## src/rtl/wb_stage.sv

```systemverilog
// Writeback stage: registers the execute bundle, commits register-file writes,
// drives the bypass bus, reports exceptions to the CSR unit and counts retirements.
module wb_stage #(
    parameter int WB_W  = 421,
    parameter int CNT_W = 64
) (
    input  logic             clk_i,
    input  logic             rstn_i,
    input  logic [WB_W-1:0]  from_exe_i,
    input  logic             exe_stall_i,
    input  logic             kill_i,
    input  logic             csr_xcpt_ack_i,
    output logic             rf_we_o,
    output logic [4:0]       rf_waddr_o,
    output logic [63:0]      rf_wdata_o,
    output logic [69:0]      wb_bypass_o,
    output logic             xcpt_valid_o,
    output logic [63:0]      xcpt_cause_o,
    output logic [63:0]      xcpt_tval_o,
    output logic [63:0]      xcpt_pc_o,
    output logic             flush_req_o,
    output logic             retire_o,
    output logic [CNT_W-1:0] instret_o
);

    typedef enum logic [0:0] {
        ST_RUN  = 1'b0,
        ST_XCPT = 1'b1
    } state_t;

    state_t            state_r;
    state_t            state_nxt_s;
    logic [WB_W-1:0]   entry_r;
    logic [63:0]       lat_cause_r;
    logic [63:0]       lat_tval_r;
    logic [63:0]       lat_pc_r;
    logic [CNT_W-1:0]  instret_r;

    logic              e_valid_s;
    logic [63:0]       e_pc_s;
    logic [4:0]        e_rd_s;
    logic [63:0]       e_result_s;
    logic [63:0]       e_cause_s;
    logic [63:0]       e_tval_s;
    logic              e_xcpt_s;
    logic              e_we_s;
    logic              run_s;
    logic              commit_ok_s;
    logic              rf_we_s;
    logic              retire_s;

    // Field extraction from the registered entry
    always_comb begin
        e_valid_s  = entry_r[420];
        e_pc_s     = entry_r[419:356];
        e_rd_s     = entry_r[279:275];
        e_result_s = entry_r[274:211];
        e_cause_s  = entry_r[143:80];
        e_tval_s   = entry_r[79:16];
        e_xcpt_s   = entry_r[15];
        e_we_s     = entry_r[13];
    end

    // Next-state logic; an ack arriving alongside the exception skips XCPT entirely
    always_comb begin
        state_nxt_s = state_r;
        case (state_r)
            ST_RUN: begin
                if (e_valid_s && e_xcpt_s && !csr_xcpt_ack_i) begin
                    state_nxt_s = ST_XCPT;
                end else begin
                    state_nxt_s = ST_RUN;
                end
            end
            ST_XCPT: begin
                if (csr_xcpt_ack_i) begin
                    state_nxt_s = ST_RUN;
                end else begin
                    state_nxt_s = ST_XCPT;
                end
            end
            default: state_nxt_s = ST_RUN;
        endcase
    end

    // Output decode from the registered entry, state and exception latch
    always_comb begin
        run_s        = (state_r == ST_RUN);
        commit_ok_s  = run_s && e_valid_s && !e_xcpt_s;
        rf_we_s      = commit_ok_s && e_we_s && (e_rd_s != 5'd0);
        retire_s     = commit_ok_s;
        rf_we_o      = rf_we_s;
        rf_waddr_o   = 5'd0;
        rf_wdata_o   = 64'd0;
        wb_bypass_o  = 70'd0;
        retire_o     = retire_s;
        flush_req_o  = !run_s;
        xcpt_valid_o = 1'b0;
        xcpt_cause_o = 64'd0;
        xcpt_tval_o  = 64'd0;
        xcpt_pc_o    = 64'd0;
        instret_o    = instret_r;
        if (rf_we_s) begin
            rf_waddr_o  = e_rd_s;
            rf_wdata_o  = e_result_s;
            wb_bypass_o = {1'b1, e_rd_s, e_result_s};
        end else begin
            wb_bypass_o = 70'd0;
        end
        if (!run_s) begin
            xcpt_valid_o = 1'b1;
            xcpt_cause_o = lat_cause_r;
            xcpt_tval_o  = lat_tval_r;
            xcpt_pc_o    = lat_pc_r;
        end else if (e_valid_s && e_xcpt_s) begin
            xcpt_valid_o = 1'b1;
            xcpt_cause_o = e_cause_s;
            xcpt_tval_o  = e_tval_s;
            xcpt_pc_o    = e_pc_s;
        end else begin
            xcpt_valid_o = 1'b0;
        end
    end

    // State register
    always_ff @(posedge clk_i or negedge rstn_i) begin
        if (!rstn_i) begin
            state_r <= ST_RUN;
        end else begin
            state_r <= state_nxt_s;
        end
    end

    // Entry capture: kill, stall and a pending exception all load a bubble
    always_ff @(posedge clk_i or negedge rstn_i) begin
        if (!rstn_i) begin
            entry_r <= {WB_W{1'b0}};
        end else if (kill_i || exe_stall_i || (state_r == ST_XCPT)) begin
            entry_r <= {WB_W{1'b0}};
        end else begin
            entry_r <= from_exe_i;
        end
    end

    // Exception latch loads on the RUN->XCPT transition and holds through kill
    always_ff @(posedge clk_i or negedge rstn_i) begin
        if (!rstn_i) begin
            lat_cause_r <= 64'd0;
            lat_tval_r  <= 64'd0;
            lat_pc_r    <= 64'd0;
        end else if ((state_r == ST_RUN) && (state_nxt_s == ST_XCPT)) begin
            lat_cause_r <= e_cause_s;
            lat_tval_r  <= e_tval_s;
            lat_pc_r    <= e_pc_s;
        end else begin
            lat_cause_r <= lat_cause_r;
            lat_tval_r  <= lat_tval_r;
            lat_pc_r    <= lat_pc_r;
        end
    end

    // Retired-instruction counter, wraps naturally
    always_ff @(posedge clk_i or negedge rstn_i) begin
        if (!rstn_i) begin
            instret_r <= {CNT_W{1'b0}};
        end else if (retire_s) begin
            instret_r <= instret_r + {{(CNT_W-1){1'b0}}, 1'b1};
        end else begin
            instret_r <= instret_r;
        end
    end

endmodule
```

## config.mk

```make
export PLATFORM = sky130hd
export DESIGN_NAME = wb_stage
export DESIGN_NICKNAME = d
export VERILOG_FILES = /design/src/rtl/wb_stage.sv
export SDC_FILE = /design/constraint.sdc
export NUM_CORES = 1
export LEC_CHECK = 0
export ABC_CLOCK_PERIOD_IN_PS = 2300
export BUFFER_PORTS_ARGS = -buffer_cell sky130_fd_sc_hd__clkbuf_2
export CORE_AREA = 5 5 322 324
export DETAILED_ROUTE_END_ITERATION = 7
export DIE_AREA = 0 0 327 329
export PLACE_DENSITY_LB_ADDON = 0.3
export SETUP_SLACK_MARGIN = 0.5
export SLEW_MARGIN = 10
export SYNTH_ARGS = -nofsm -noshare
export SYNTH_HDL_FRONTEND = slang
export SYNTH_SLANG_ARGS = --single-unit
```

## constraint.sdc

```tcl
create_clock -name clk_i -period 2.3 [get_ports clk_i]
set_input_delay 0.46 -clock clk_i [delete_from_list [all_inputs] [get_ports clk_i]]
set_output_delay 0.46 -clock clk_i [all_outputs]
set_load 0.01 [all_outputs]
```

[After elaboration in Yosys (flattened, before gate mapping)]
Index checks and enable logic that the tools add are counted.
Word-level totals
  bits of input ports: 426
  output and inout bits: 399
  register bits after elaboration: 678
  logic and storage cells: 35
Operators by class
  multiplexer cells: 15
  add/subtract/negate cells: 1
  bitwise operators: 1
  reduce and logical (&&, ||, !) cells: 12
Operator list (count)
  two-way mux 64 bit: 7
  two-way mux 421 bit: 1
  two-way mux 70 bit: 1
  adder 64 x 1 -> 64 bit, second input constant: 1
  logical AND 1 bit: 7
  two-way mux 5 bit: 1
  nonzero test 5 bit: 1
  two-way mux 1 bit: 4
  logical NOT 1 bit: 2
  logical OR 1 bit: 2
  case mux 1 bit (2 select lines): 1
  inverter 1 bit: 1

[Depth between registers and ports, before layout]
Gate-level depths: netlist of run 1.
  word-level depth: 6
  mapped depth: 8
  depth with buffers taken out: 5

[Worst setup path after synthesis of run 1]
Ideal clock, no wire load.
  path kind: reg2out
  from: register state_r, in the netlist flush_req_o
  to: output port wb_bypass_o[24]
  stages on the path, launching flop included: 9
  required time: 1.840 ns
  buffers on the path: 5
  arrival: 1.982 ns
  slack: -0.142 ns
  cell sequence: dfrtp_1 > buf_2 > nor3b_4 > buf_4 > o311a_1 > clkbuf_1 > clkbuf_1 > and2_1 > buf_4
On the way
  cells in the longest elaborated chain, start to end: 6
Ends and longest elaborated chain
  start, declared: RTL line 31  | state_t state_r;
  start signal, assigned: RTL line 130  | state_r <= state_nxt_s;
  inverter 1 bit
  logical AND 1 bit (2 in series): RTL line 89  | commit_ok_s = run_s && e_valid_s && !e_xcpt_s;
  net retire_o: RTL line 22  | output logic retire_o,
  logical AND 1 bit (2 in series): RTL line 90  | rf_we_s = commit_ok_s && e_we_s && (e_rd_s != 5'd0);
  two-way mux 70 bit: RTL line 103  | if (rf_we_s) begin
  end, declared: RTL line 16  | output logic [69:0] wb_bypass_o,
The timed path passes the listed nets, and every way through them passes these cells.

[Worst setup path in the final report of run 1]
  from: register entry_r[275]
  to: output port wb_bypass_o[48]
On the way
  cells in the longest elaborated chain, start to end: 3
Ends and longest elaborated chain
  start, declared: RTL line 33  | logic [WB_W-1:0] entry_r;
  start signal, assigned: RTL line 137  | entry_r <= {WB_W{1'b0}};
  start signal, assigned: RTL line 139  | entry_r <= {WB_W{1'b0}};
  start signal, assigned: RTL line 141  | entry_r <= from_exe_i;
  nonzero test 5 bit: RTL line 90
  logical AND 1 bit: RTL line 90
  two-way mux 70 bit: RTL line 103
No other way between the ends.

==> out/qor.tcl, run 1 <==
set qor(route.detailed.vias_per_inst) 4.10
set qor(grt_pass1_vias) 17303
set qor(chipWidth_um) 327
set qor(critical_path_sink_type) {output pin}
set qor(nets_final) 3001
set qor(final_core_utilization_pct) 33.0
set qor(via_count) 16122
set qor(initialDrtViolationCount) 650
set qor(synthesis.area_per_instance_um2) 13.1
set qor(mappedNetlistNets) 2063
set qor(first_pass_iters) 4
set qor(antenna_cells_inserted) 0
set qor(violations) {setup timing}
set qor(cts-root-to-sink-buffers) 3
set qor(worstPathMaxFanout) 11
set qor(layout.cells.most_common) {sky130_fd_sc_hd__dfrtp_1}
set qor(report.power.total_mw) 20.9
set qor(min_period_ps) 2830
set qor(chipHeight_um) 329
set qor(share_seq_of_total_power_pct) 46.6
set qor(start_kind) {flip-flop}
set qor(grt_setup_unrepaired) {true}
set qor(switching_share_pct) 23.0
set qor(cts_max_level) 2
set qor(mostFrequentLayoutCells) {515 x sky130_fd_sc_hd__dfrtp_1, 495 x sky130_fd_sc_hd__clkbuf_2, 270 x sky130_fd_sc_hd__and2_1, 212 x sky130_fd_sc_hd__dlygate4sd3_1, 193 x sky130_fd_sc_hd__mux2_2}
set qor(ys_ff_latch) 521
set qor(routed_wirelength_um) 73700
set qor(run_status) {finished, violations left}
set qor(area_overhead_vs_synth_pct) 55.0
set qor(cts.root.buffer_cell) {sky130_fd_sc_hd__clkbuf_16}
set qor(overflow) 0
set qor(cts_buffers) 60
set qor(clkLatencyLatePin_ps) 650
set qor(gr-usage-all-layers_pct) 13.2
set qor(rows) 117
set qor(sequential_area_share_after_synthesis_pct) 60.7
set qor(fmax_mhz) 354
set qor(yosys_warnings) 0
set qor(port_buffers) 667
set qor(critical_path.startpoint) {entry_r[275]$_DFF_PN0_}
set qor(period_share_pct) 123
set qor(worst-slew-pin-transition_ps) 790
set qor(grt_antenna_before_repair) 2
set qor(final_design_area_no_fill_um2) 33300
set qor(cts.clk_slew.worst_paths_ps) 60
set qor(core-area_um2) 101000
set qor(post_synth_num_cell_types) 41
set qor(comb_power_share_pct) 7.2
set qor(clock_power_share_pct) 46.2
set qor(crit-reg2reg-launch) {flush_req_o$_DFF_PN0_}
set qor(worst_hold_startpoint) {from_exe_i[26]}
set qor(hold_viol) 0
set qor(critPathCapture) {wb_bypass_o[48]}
set qor(place_congestion) 0.779
set qor(cts.sink_count) 521
set qor(timing.clock.skew_ps) 17.2
set qor(slew-limit-headroom_pct) 47.3
set qor(power.ir.vdd_worst_v) 0.000531
set qor(placement.cell_area_um2) 27100
set qor(synthesis.area_um2) 21500
set qor(cap_viol_max_count) 0
set qor(cts_tree) {built}
set qor(antenna_left) 0
set qor(pin_count_of_the_biggest_net_entering_global_routing) 68
set qor(synth_cells) 1636
set qor(internal_power_mw) 16.1
set qor(io_pins) 825
set qor(layout.filler_cells) 10030
set qor(totalNegativeSetupSlack_ps) -155330
set qor(dpl.hpwl_um) 50300
set qor(post_route_setup_slack_ps) -527
set qor(min-delay-path-class) {in -> reg}
set qor(die_area_um2) 108000
set qor(layout-drive-gt1-share_pct) 47.6
set qor(critPathRequiredTime_ps) 1840
set qor(timing.reg2reg.worst_path_depth) 9
set qor(initial_util_pct) 21.3
set qor(critical_path_class) {reg -> out}
set qor(final_setup_violation_count) 488
set qor(static-leakage-power_nw) 16.8
set qor(worst_ep_arrival_time_ps) 2370
set qor(first_pass_grt_wire_length_um) 109000
set qor(net_switching_power_figure_mw) 4.81
set qor(reg2reg_to) {lat_tval_r[50]$_DFFE_PN0P_}
set qor(route.detailed.drc) 0
set qor(timing_max_transition_violations_final) 0
set qor(drt-wirelength-per-cell_um) 18.8
set qor(pwr_density_cell_nw_per_um2) 628
set qor(setup.reg_to_reg.worst_slack_ps) -90
-- cell usage after synthesis (all sizes together) --
cell	number	area [µm²]
xnor2	35	307
nand3	29	173
nor2	22	82.6
mux2	193	2170
and3b	1	8.76
xor2	28	245
a21o	1	7.51
nand2b	1	6.26
nor2b	2	12.5
and2	336	2100
inv	3	11.3
buf	94	654
nor3	12	86.3
and3	12	76.3
and4	6	61.3
clkbuf	81	304
dfrtp	521	13000
or4	2	18.8
a22o	192	1680
nand4	22	159
nand2	26	97.6
or3	3	18.8
ha	1	12.5
nor4	11	111
o311a	1	10.0
nor3b	1	18.8
-- per-stage QoR --
stage	setup slack [ps]	hold slack [ps]	cells
after floorplan	178	164	1636
after global routing	-626	8.76	3932
final	-527	53.8	3932
after detailed placement	62.9	470	3552
after global placement	67.6	458	3552
after CTS	-627	0.630	3924
-- state kept, by name (all words and copies together), names as in the netlist --
name and cells:
entry_r 264, instret_o 64, lat_pc_r 64, flush_req_o 1, lat_cause_r 64, lat_tval_r 64
-- final cells by class --
type,instances,area [µm²],area share [%]
clock inverters,19,213,0.639
well taps,1309,1640,4.92
multi-input cells,938,7840,23.6
flip-flops and latches,521,13000,39.2
clock buffers,92,1800,5.41
repair buffers,1050,8750,26.3
inverters,3,11.3,0.0338
-- power by group through the flow --
stage | clock network [mW] | logic (mW) | registers (mW)
finish | 9.65 | 1.50 | 9.76
global route | 10.4 | 1.67 | 9.79
CTS | 10.0 | 1.53 | 9.75
detailed placement | 0 | 1.17 | 9.91
global placement | 0 | 1.17 | 9.90
floorplan | 0 | 0.434 | 9.86
-- critical path, cell delays in order, from the launching register on --
cell	delay (ps)
sky130_fd_sc_hd__dfrtp_1	370
sky130_fd_sc_hd__or3_4	440
sky130_fd_sc_hd__o311a_4	420
sky130_fd_sc_hd__clkbuf_16	210
sky130_fd_sc_hd__and2_4	160
sky130_fd_sc_hd__clkbuf_2	120
-- cells by family after synthesis --
family | share of synthesized area, %
AOI/OAI and AO/OA | 7.91
adders and majority gates | 0.0582
DFF | 60.7
muxes | 10.1
buffers and inverters | 4.51
and+or+nand+nor | 14.1
xor gates and xnor gates | 2.57
-- per-layer routing --
layer	up-vias	track usage (%)	routed length [µm]
met2	530	21.7	34900
met5	-	0	27
met3	91	4.43	6100
met1	8032	16.7	31100
met4	4	3.48	1660
li1	7465	-	-
-- worst min path at each step --
stage	end	cells past startpoint	slack [ps]
floorplan	entry_r[100]$_DFF_PN0_	0	160
global placement	instret_o[63]$_DFFE_PN0N_	1	460
detailed placement	instret_o[63]$_DFFE_PN0N_	1	470
CTS	entry_r[370]$_DFF_PN0_	2	0.6
global route	entry_r[26]$_DFF_PN0_	2	9
finish	entry_r[26]$_DFF_PN0_	2	50
-- timing repair --
action / in CTS / in global routing
gates resized for setup: 107 / 242
endpoints found under the setup margin: 804 / 849
buffers inserted: 27 / 6
cloned: 22 / 2
hold buffers: 212 / 0
pin swaps: 30 / 31
endpoints found under the hold margin: 242 / 0
Power figures use the tool's default switching activity.
==> run 2, diff against run 1 <==
--- a/config.mk
+++ b/config.mk
@@ -7,3 +7,3 @@
 export LEC_CHECK = 0
-export ABC_CLOCK_PERIOD_IN_PS = 2300
+export ABC_CLOCK_PERIOD_IN_PS = 2400
 export BUFFER_PORTS_ARGS = -buffer_cell sky130_fd_sc_hd__clkbuf_2
@@ -14,2 +14,3 @@
 export SETUP_SLACK_MARGIN = 0.5
+export SKIP_LAST_GASP = 1
 export SLEW_MARGIN = 10
==> constraint.sdc (replaced) <==
create_clock -name clk_i -period 2.4 [get_ports clk_i]
set_input_delay 0.48 -clock clk_i [delete_from_list [all_inputs] [get_ports clk_i]]
set_output_delay 0.48 -clock clk_i [all_outputs]
set_load 0.02 [all_outputs]
==> out/qor.tcl, run 2 (synthesis gave the netlist of run 1 again) <==
set qor(area_overhead_vs_synth_pct) 63.6
set qor(clkLatencyLatePin_ps) 610
set qor(chipWidth_um) 327
set qor(violations) {setup timing}
set qor(critPathCapture) {wb_bypass_o[1]}
set qor(layout-drive-gt1-share_pct) 59.9
set qor(crit-reg2reg-launch) {flush_req_o$_DFF_PN0_}
set qor(cts.clk_slew.worst_paths_ps) 70
set qor(cap_viol_max_count) 0
set qor(power.ir.vdd_worst_v) 0.000505
set qor(grt_setup_unrepaired) {true}
set qor(first_pass_iters) 4
set qor(hold_path_depth) 2
set qor(chipHeight_um) 329
set qor(route.detailed.drc) 0
set qor(worst-slew-pin-transition_ps) 542
set qor(cts_buffers) 66
set qor(timing.clock.skew_ps) 24.3
set qor(initial_util_pct) 21.3
set qor(overflow) 0
set qor(reg2reg_to) {instret_o[12]$_DFFE_PN0N_}
set qor(critPathRequiredTime_ps) 1920
set qor(place_congestion) 0.871
set qor(static-leakage-power_nw) 17.9
set qor(grt_antenna_before_repair) 4
set qor(layout.cells.most_common) {sky130_fd_sc_hd__dfrtp_1}
set qor(cts.root.buffer_cell) {sky130_fd_sc_hd__clkbuf_16}
set qor(stdcell_count) 3764
set qor(timing.reg2reg.worst_path_depth) 10
set qor(grt_pass1_vias) 17520
set qor(multiInputGateArea_um2) 9320
set qor(fmax_mhz) 342
set qor(nets_final) 2830
set qor(route.detailed.vias_per_inst) 4.27
set qor(placement.cell_area_um2) 28400
set qor(gr-usage-all-layers_pct) 14.1
set qor(cts_tree) {built}
set qor(critical_path.startpoint) {entry_r[277]$_DFF_PN0_}
set qor(routed_wirelength_um) 81000
set qor(drt-wirelength-per-cell_um) 21.5
set qor(initialDrtViolationCount) 632
set qor(worstPathMaxFanout) 9
set qor(final_core_utilization_pct) 34.8
set qor(cts_max_level) 3
set qor(mostFrequentLayoutCells) {501 x sky130_fd_sc_hd__dfrtp_1, 363 x sky130_fd_sc_hd__clkbuf_2, 268 x sky130_fd_sc_hd__and2_1, 193 x sky130_fd_sc_hd__mux2_2, 181 x sky130_fd_sc_hd__a22o_4}
set qor(run_status) {finished, violations left}
set qor(critical_path_class) {reg -> out}
set qor(final_setup_violation_count) 333
set qor(cts-root-to-sink-buffers) 3
set qor(antenna_left) 0
set qor(die_area_um2) 108000
set qor(dpl.hpwl_um) 53800
set qor(pre_cts_ws_ps) 67.8
set qor(final_design_area_no_fill_um2) 35100
set qor(register_area_um2) 13100
set qor(pin_count_of_the_biggest_net_entering_global_routing) 100
set qor(start_kind) {flip-flop}
set qor(largest_register_by_flop_count) {entry_r}
set qor(core-area_um2) 101000
set qor(period_share_pct) 122
set qor(io_pins) 825
set qor(via_count) 16084
set qor(slew-limit-headroom_pct) 63.6
set qor(first_pass_grt_wire_length_um) 115000
set qor(cts.sink_count) 521
set qor(place_inst) 3524
set qor(worst_ep_arrival_time_ps) 2440
set qor(min_period_ps) 2920
set qor(setup.reg_to_reg.worst_slack_ps) 10
set qor(hold_viol) 0
set qor(port_buffers) 667
set qor(critical_path_sink_type) {output pin}
set qor(fin_hold_ws_ps) 74.1
set qor(min-delay-path-class) {in -> reg}
set qor(pwr_density_cell_nw_per_um2) 595
set qor(rows) 117
set qor(layout.filler_cells) 9710
set qor(largest_reg_flops) 264
set qor(timing_max_transition_violations_final) 0
set qor(post_route_setup_slack_ps) -521
run 2: cell count changes in the layout (fill, tap and decap cells not counted), sizes merged:
cell,change
clkbuf,-119
clkinvlp,+1
buf,+155
bufinv,+2
inv,+1
clkinv,-2
diode,+3
dlygate4sd3,-209
run 2: per-layer routing:
metal | GRT usage (%) | share of wire, % | vias up
li1 | - | - | 7158
met4 | 4.42 | 2.6 | 6
met2 | 23.7 | 49 | 573
met3 | 4.39 | 7.4 | 117
met5 | 0 | 0.044 | -
met1 | 17.5 | 41 | 8230
run 2: repair_timing:
action,CTS,global route
gates resized for setup,313,602
pin swaps,13,21
hold buffers,3,0
endpoints found under the setup margin,770,846
hold endpoints to repair,34,0
cloned,41,18
buffers inserted,37,21
run 2: area by class of cell:
cell class | count | area share [%]
sequential | 521 | 37.2
multi-input combinational | 938 | 26.5
timing repair buffer | 873 | 25.2
clock buffer | 96 | 5.54
tap | 1309 | 4.66
clock inverter | 21 | 0.826
inverter | 3 | 0.0320
antenna | 3 | 0.0214
run 2: critical path, cell delays in order, from the launching register on:
cell                        delay, ps
sky130_fd_sc_hd__dfrtp_1          370
sky130_fd_sc_hd__or3_4            420
sky130_fd_sc_hd__o311a_4          330
sky130_fd_sc_hd__buf_12           160
sky130_fd_sc_hd__clkbuf_16        170
sky130_fd_sc_hd__and2_2           210
sky130_fd_sc_hd__buf_4            160
run 2: worst min-delay path by stage:
stage                                          to  slack (ps)             from
after global routing        entry_r[62]$_DFF_PN0_          30   from_exe_i[62]
after floorplan            entry_r[100]$_DFF_PN0_         180           rstn_i
after global placement    lat_pc_r[2]$_DFFE_PN0P_         390           rstn_i
final                       entry_r[62]$_DFF_PN0_          70   from_exe_i[62]
after detailed placement    entry_r[43]$_DFF_PN0_         390           rstn_i
after CTS                  entry_r[399]$_DFF_PN0_         0.9  from_exe_i[399]
run 2: report_power, final:
group / switching [mW] / internal [mW] / leakage [nW]
clock network: 4.01 / 6.20 / 1.09
logic: 0.664 / 0.643 / 9.71
registers: 0.263 / 9.14 / 7.07
run 2: stage by stage:
stage	TNS [ps]	power, mW
after floorplan	0	9.98
after detailed placement	0	10.7
final	-120140	20.9
after global placement	0	10.7
after global routing	-150510	21.8
after CTS	-168750	21.3
